[config.mk]
export PLATFORM = sky130hd
export DESIGN_NAME = icache_responder
export DESIGN_NICKNAME = d
export VERILOG_FILES = /design/src/rtl/icache_responder.sv
export SDC_FILE = /design/constraint.sdc
export NUM_CORES = 2
export LEC_CHECK = 0
export ABC_CLOCK_PERIOD_IN_PS = 4300
export CAP_MARGIN = 25
export CORE_MARGIN = 2
export CORE_UTILIZATION = 40
export CTS_BUF_LIST = sky130_fd_sc_hd__clkbuf_4
export DETAILED_ROUTE_END_ITERATION = 8
export PLACE_DENSITY = 0.58
export SLEW_MARGIN = 20
export SYNTH_ARGS = -nofsm -noshare
export SYNTH_HDL_FRONTEND = slang
export SYNTH_SLANG_ARGS = --single-unit
[constraint.sdc]
create_clock -name clk -period 4.3 [get_ports clk]
set_input_delay 0.43 -clock clk [delete_from_list [all_inputs] [get_ports clk]]
set_output_delay 0.43 -clock clk [all_outputs]
set_load 0.01 [all_outputs]
[src/rtl/icache_responder.sv]
// Direct-mapped read-only instruction cache: combinational lookup for the fetch stage, line refill over a valid/ready bus.
// Optional hit/miss counters are built when ICACHE_PERF_EN is defined.
module icache_responder #(
  parameter int LINES = 16,
  parameter int WORDS = 4
) (
  input  logic        clk,
  input  logic        rst_n,
  input  logic [31:0] pcF,
  input  logic        stallF,
  input  logic        inv,
  output logic [31:0] instrF,
  output logic        icache_stall,
  output logic        mem_req_valid,
  output logic [31:0] mem_req_addr,
  input  logic        mem_req_ready,
  input  logic        mem_rsp_valid,
  input  logic [31:0] mem_rsp_data
`ifdef ICACHE_PERF_EN
  ,
  output logic [31:0] hit_cnt,
  output logic [31:0] miss_cnt
`endif
);

  localparam int WI_W  = $clog2(WORDS);
  localparam int LI_W  = $clog2(LINES);
  localparam int TAG_W = 32 - 2 - WI_W - LI_W;
  localparam int LA_W  = 30 - WI_W;

  localparam logic [1:0] IDLE   = 2'd0;
  localparam logic [1:0] REQ    = 2'd1;
  localparam logic [1:0] REFILL = 2'd2;

  localparam logic [31:0] NOP = 32'h0000_0013;

  logic [1:0]       state, state_next;
  logic [LINES-1:0] valid;
  logic [TAG_W-1:0] tag_mem  [LINES];
  logic [31:0]      data_mem [LINES*WORDS];
  logic [LA_W-1:0]  req_line;
  logic [WI_W-1:0]  beat;
  logic             inv_pending;

  logic [WI_W-1:0]  pc_word;
  logic [LI_W-1:0]  pc_idx;
  logic [TAG_W-1:0] pc_tag;
  logic [LI_W-1:0]  req_idx;
  logic [TAG_W-1:0] req_tag;
  logic             hit, miss, beat_en, last_beat;
  logic             unused_bits;

  assign pc_word = pcF[WI_W+1:2];
  assign pc_idx  = pcF[LI_W+WI_W+1:WI_W+2];
  assign pc_tag  = pcF[31:LI_W+WI_W+2];
  assign req_idx = req_line[LI_W-1:0];
  assign req_tag = req_line[LA_W-1:LI_W];

  assign hit       = (state == IDLE) && valid[pc_idx] && (tag_mem[pc_idx] == pc_tag);
  assign miss      = (state == IDLE) && !hit;
  assign beat_en   = (state == REFILL) && mem_rsp_valid;
  assign last_beat = beat_en && (beat == WI_W'(WORDS - 1));

  // Anything other than an IDLE hit holds fetch and feeds it a NOP.
  assign icache_stall  = !hit;
  assign instrF        = hit ? data_mem[{pc_idx, pc_word}] : NOP;
  assign mem_req_valid = (state == REQ);
  assign mem_req_addr  = {req_line, {(WI_W + 2){1'b0}}};

  always_comb begin
    state_next = state;
    case (state)
      IDLE:    if (miss) state_next = REQ;
      REQ:     if (mem_req_ready) state_next = REFILL;
      REFILL:  if (last_beat) state_next = IDLE;
      default: state_next = IDLE;
    endcase
  end

  // An invalidate seen at any point of a miss must keep that refill from marking its line valid.
  always_ff @(posedge clk or negedge rst_n) begin
    if (!rst_n) begin
      state       <= IDLE;
      req_line    <= '0;
      beat        <= '0;
      inv_pending <= 1'b0;
    end else begin
      state <= state_next;
      if (miss) begin
        req_line    <= pcF[31:WI_W+2];
        inv_pending <= inv;
      end else if (state != IDLE && inv) begin
        inv_pending <= 1'b1;
      end
      if (state == REQ)
        beat <= '0;
      else if (beat_en)
        beat <= beat + 1'b1;
    end
  end

  always_ff @(posedge clk or negedge rst_n) begin
    if (!rst_n)
      valid <= '0;
    else if (inv)
      valid <= '0;
    else if (last_beat && !inv_pending)
      valid[req_idx] <= 1'b1;
  end

  always_ff @(posedge clk) begin
    if (beat_en)
      data_mem[{req_idx, beat}] <= mem_rsp_data;
    if (last_beat)
      tag_mem[req_idx] <= req_tag;
  end

`ifdef ICACHE_PERF_EN
  always_ff @(posedge clk or negedge rst_n) begin
    if (!rst_n) begin
      hit_cnt  <= '0;
      miss_cnt <= '0;
    end else begin
      if (hit && !stallF)
        hit_cnt <= hit_cnt + 32'd1;
      if (miss)
        miss_cnt <= miss_cnt + 32'd1;
    end
  end

  assign unused_bits = ^pcF[1:0];
`else
  assign unused_bits = ^{pcF[1:0], stallF};
`endif

endmodule
==> flow_metrics.env <==
export IMPL_cp_max_fo=21
export IMPL_grt_total_usage_pct=21.6
export IMPL_grt_pass1_wl_um=368000
export IMPL_finalCritPeriodShare_pct=117
export IMPL_r2r_start="tag_mem[1][23]$_DFFE_PP_"
export IMPL_rsz0062_at_grt="yes"
export IMPL_core_area_um2=237000
export IMPL_endpoint_kind="output port"
export IMPL_synth_seq_cells=2481
export IMPL_start_util_pct=40.2
export IMPL_die_width_um=492
export IMPL_cts_max_level=6
export IMPL_antenna_found_initial=17
export IMPL_post_synth_top_count_cell="edfxtp_1"
export IMPL_setup_viol=33
export IMPL_worst_ep_required_time_ns=3.87
export IMPL_vias_per_cell=5.59
export IMPL_synth_top_area_share_pct=76.6
export IMPL_syn_inst=3954
export IMPL_io_pins=136
export IMPL_fin_util_pct=47.6
export IMPL_fin_nets=5057
export IMPL_grt_max_degree=81
export IMPL_dieArea_um2=242000
export IMPL_yosys_warnings=0
export IMPL_synthTopCellsByArea="edfxtp_1 (77%), mux4_2 (18%), dfrtp_1 (1.3%)"
export IMPL_cts_buffers=652
export IMPL_ys_seq_area_share_pct=77.9
export IMPL_path_clk_slew_ns=0.06
export IMPL_p_sw_share_pct=23.5
export IMPL_ys_top_cells_by_count="edfxtp_1 (2,432), mux4_2 (742), nor2_1 (114)"
export IMPL_startpoint="tag_mem[1][23]$_DFFE_PP_"
export IMPL_die_y_um=492
export IMPL_slowest_delay_ns=0.56
export IMPL_peakVddDrop_v=0.000379
export IMPL_cts_sinks=2481
export IMPL_placed_area_um2=104000
export IMPL_routed_wl_um=262000
export IMPL_worst_slack_ns=-0.719
export IMPL_cp_top_family="simple AND/OR/NAND/NOR gates"
export IMPL_drt_initial_drc_count=4990
export IMPL_drv_cap=0
export IMPL_cts_tree="built"
export IMPL_period_needed_ns=5.02
export IMPL_synth_ff_type="edfxtp_1"
export IMPL_synth_edf_count=2432
export IMPL_switching_power_w=0.0122
export IMPL_start_kind="flip-flop"
export IMPL_port_buffers=128
export IMPL_worst_pin_slew_ns=1.01
export IMPL_netlist_area_um2=95300
export IMPL_fmax_mhz=199
export IMPL_hold_path_class="in2reg"
export IMPL_hold_start="mem_rsp_data[15]"
export IMPL_drc=0
export IMPL_hold_slack_ns=0.0769
export IMPL_ys_async_sr_fraction_pct=1.98
export IMPL_violations="negative setup slack"
export IMPL_drt_first_pass_iters=5
export IMPL_power_density_nw_per_um2=459
export IMPL_drive_above_1_share_pct=43.0
export IMPL_hold_viol_final=0
export IMPL_grt_pass1_vias=49900
export IMPL_arrival_ns=4.59
export IMPL_seqPwrFrac_pct=54.2
export IMPL_area_delta_synth_final_pct=18.5
export IMPL_combPwrFrac_pct=7.5
export IMPL_root_buffer="clkbuf_4"
export IMPL_path_buf_inv=2
export IMPL_intPower_w=0.0397
export IMPL_crit_chain="mux4_2 > mux2i_2 > xnor2_1 > or4_4 > nor4_4 > o221ai_2 > or4_4 > buf_12 > or2_1 > dlygate4sd2_1"
export IMPL_clock_path_buffers=4
export IMPL_ys_types=62
export IMPL_cp_common_cell="or4_4"
export IMPL_p_clk_share_pct=38.4
export IMPL_critPathKind="reg2out"
export IMPL_post_place_ws_ns=-0.411
export IMPL_syn_area_per_cell_um2=24.1
export IMPL_p_leak_nw=36.4
export IMPL_status="finished with violations"
export IMPL_finalMaxSlewViolations=0
export IMPL_synth_area_leader_cell="edfxtp_1"
export IMPL_vias=48000
export IMPL_rows=179
export IMPL_relSlewSlack_pct=32.9
export IMPL_design_area_um2=113000
export IMPL_overflow=0
export IMPL_slowest_stage="or4_4"
export IMPL_insertion_delay_ns=1.46
export IMPL_fin_skew_ns=0.190
export IMPL_hpwlAfterDp_um=153000
export IMPL_final_antenna_net_count=0
export IMPL_fin_setup_tns_ns=-19.14
export IMPL_wl_per_cell_um=30.6
export IMPL_gp_congestion=0.803
export IMPL_fill_cells=19700
-- registers in the layout, indices dropped and copies added (netlist names) --
signal / flops
beat: 2
data_mem: 2048
inv_pending: 1
req_line: 28
state: 2
tag_mem: 384
valid: 16
-- placed cells by master (no fill, tap or decap), types with 10 or more instances in the layout --
cell type        instances
buf_12                  89
nor2_4                  80
mux4_2                 742
clkinv_1                87
xnor2_1                 24
clkbuf_4               932
edfxtp_1              2432
mux2i_1                 54
a211oi_2                10
buf_2                   42
dlygate4sd3_1           72
o21ai_0                 10
clkdlybuf4s50_1         56
a21oi_1                 26
bufinv_16               13
clkinv_2                10
buf_4                  305
a211oi_1                22
and2_1                  16
nor2b_1                 30
inv_2                   13
nand2_1                 51
dfrtp_1                 49
mux2_2                  25
diode_2                 17
nor2_1                  33
-- per-stage QoR --
step | total power [W] | instances
after floorplan | 0.0301 | 3957
after global placement | 0.0323 | 7404
after detailed placement | 0.0324 | 7406
after CTS | 0.0525 | 8541
after global routing | 0.0540 | 8576
final | 0.0519 | 8580
-- layer usage --
| metal | share of wire [%] | up-vias | routed length, um | track usage, % |
|---|---|---|---|---|
| met5 | 0.016 | - | 43 | 0 |
| met3 | 8.1 | 467 | 21300 | 5.98 |
| li1 | - | 19500 | - | - |
| met4 | 3.0 | 6 | 7960 | 7.53 |
| met2 | 50 | 2069 | 131000 | 35.4 |
| met1 | 39 | 25900 | 102000 | 27.8 |
-- power by group through the flow --
| stage | clock, W | sequential [W] | combinational [W] |
|---|---|---|---|
| after floorplan | 0 | 0.0283 | 0.00179 |
| after global placement | 0 | 0.0286 | 0.00372 |
| after global routing | 0.0218 | 0.0282 | 0.00409 |
| final | 0.0199 | 0.0281 | 0.00387 |
| after CTS | 0.0205 | 0.0281 | 0.00386 |
| after detailed placement | 0 | 0.0286 | 0.00378 |
-- final cells by class --
cell class	instances	area, um^2	share of cell area, %
Multi-Input combinational cell	1253	20800	18.4
Clock inverter	132	891	0.788
Sequential cell	2481	74300	65.7
Timing Repair Buffer	589	5960	5.28
Tap cell	3167	3960	3.51
Antenna cell	17	42.5	0.0377
Inverter	9	38.8	0.0343
Clock buffer	932	7000	6.19
-- cells by family after synthesis --
group | Yosys count | synth area share [%]
compound gates | 122 | 1.00
xor+xnor | 32 | 0.294
fa+ha+maj | 1 | 0.0131
buf+inv | 223 | 1.00
flops | 2481 | 77.9
mux | 833 | 18.5
other cells | 1 | 0.00393
simple gates | 261 | 1.28
-- repair_timing --
item | in CTS | in global routing
buffers inserted | 5 | 2
hold buffers | 66 | 6
endpoints found under the setup margin | 33 | 33
pin swaps | 4 | 3
gates resized for setup | 130 | 17
endpoints found under the hold margin | 2143 | 79
-- worst paths after layout --
check                                            endpoint  slack [ns]  depth (start not counted)
worst min register to register       valid[5]$_DFFE_PN0P_        0.50                          2
max in group asynchronous         req_line[4]$_DFFE_PN0P_        2.86                          4
worst min-delay path            data_mem[0][15]$_DFFE_PP_        0.08                          2
min in group asynchronous         req_line[9]$_DFFE_PN0P_        0.30                          4
worst max register to register    req_line[1]$_DFFE_PN0P_        0.89                         11
worst max-delay path                            instrF[4]       -0.72                         10
(Power assumes the default switching activity.)
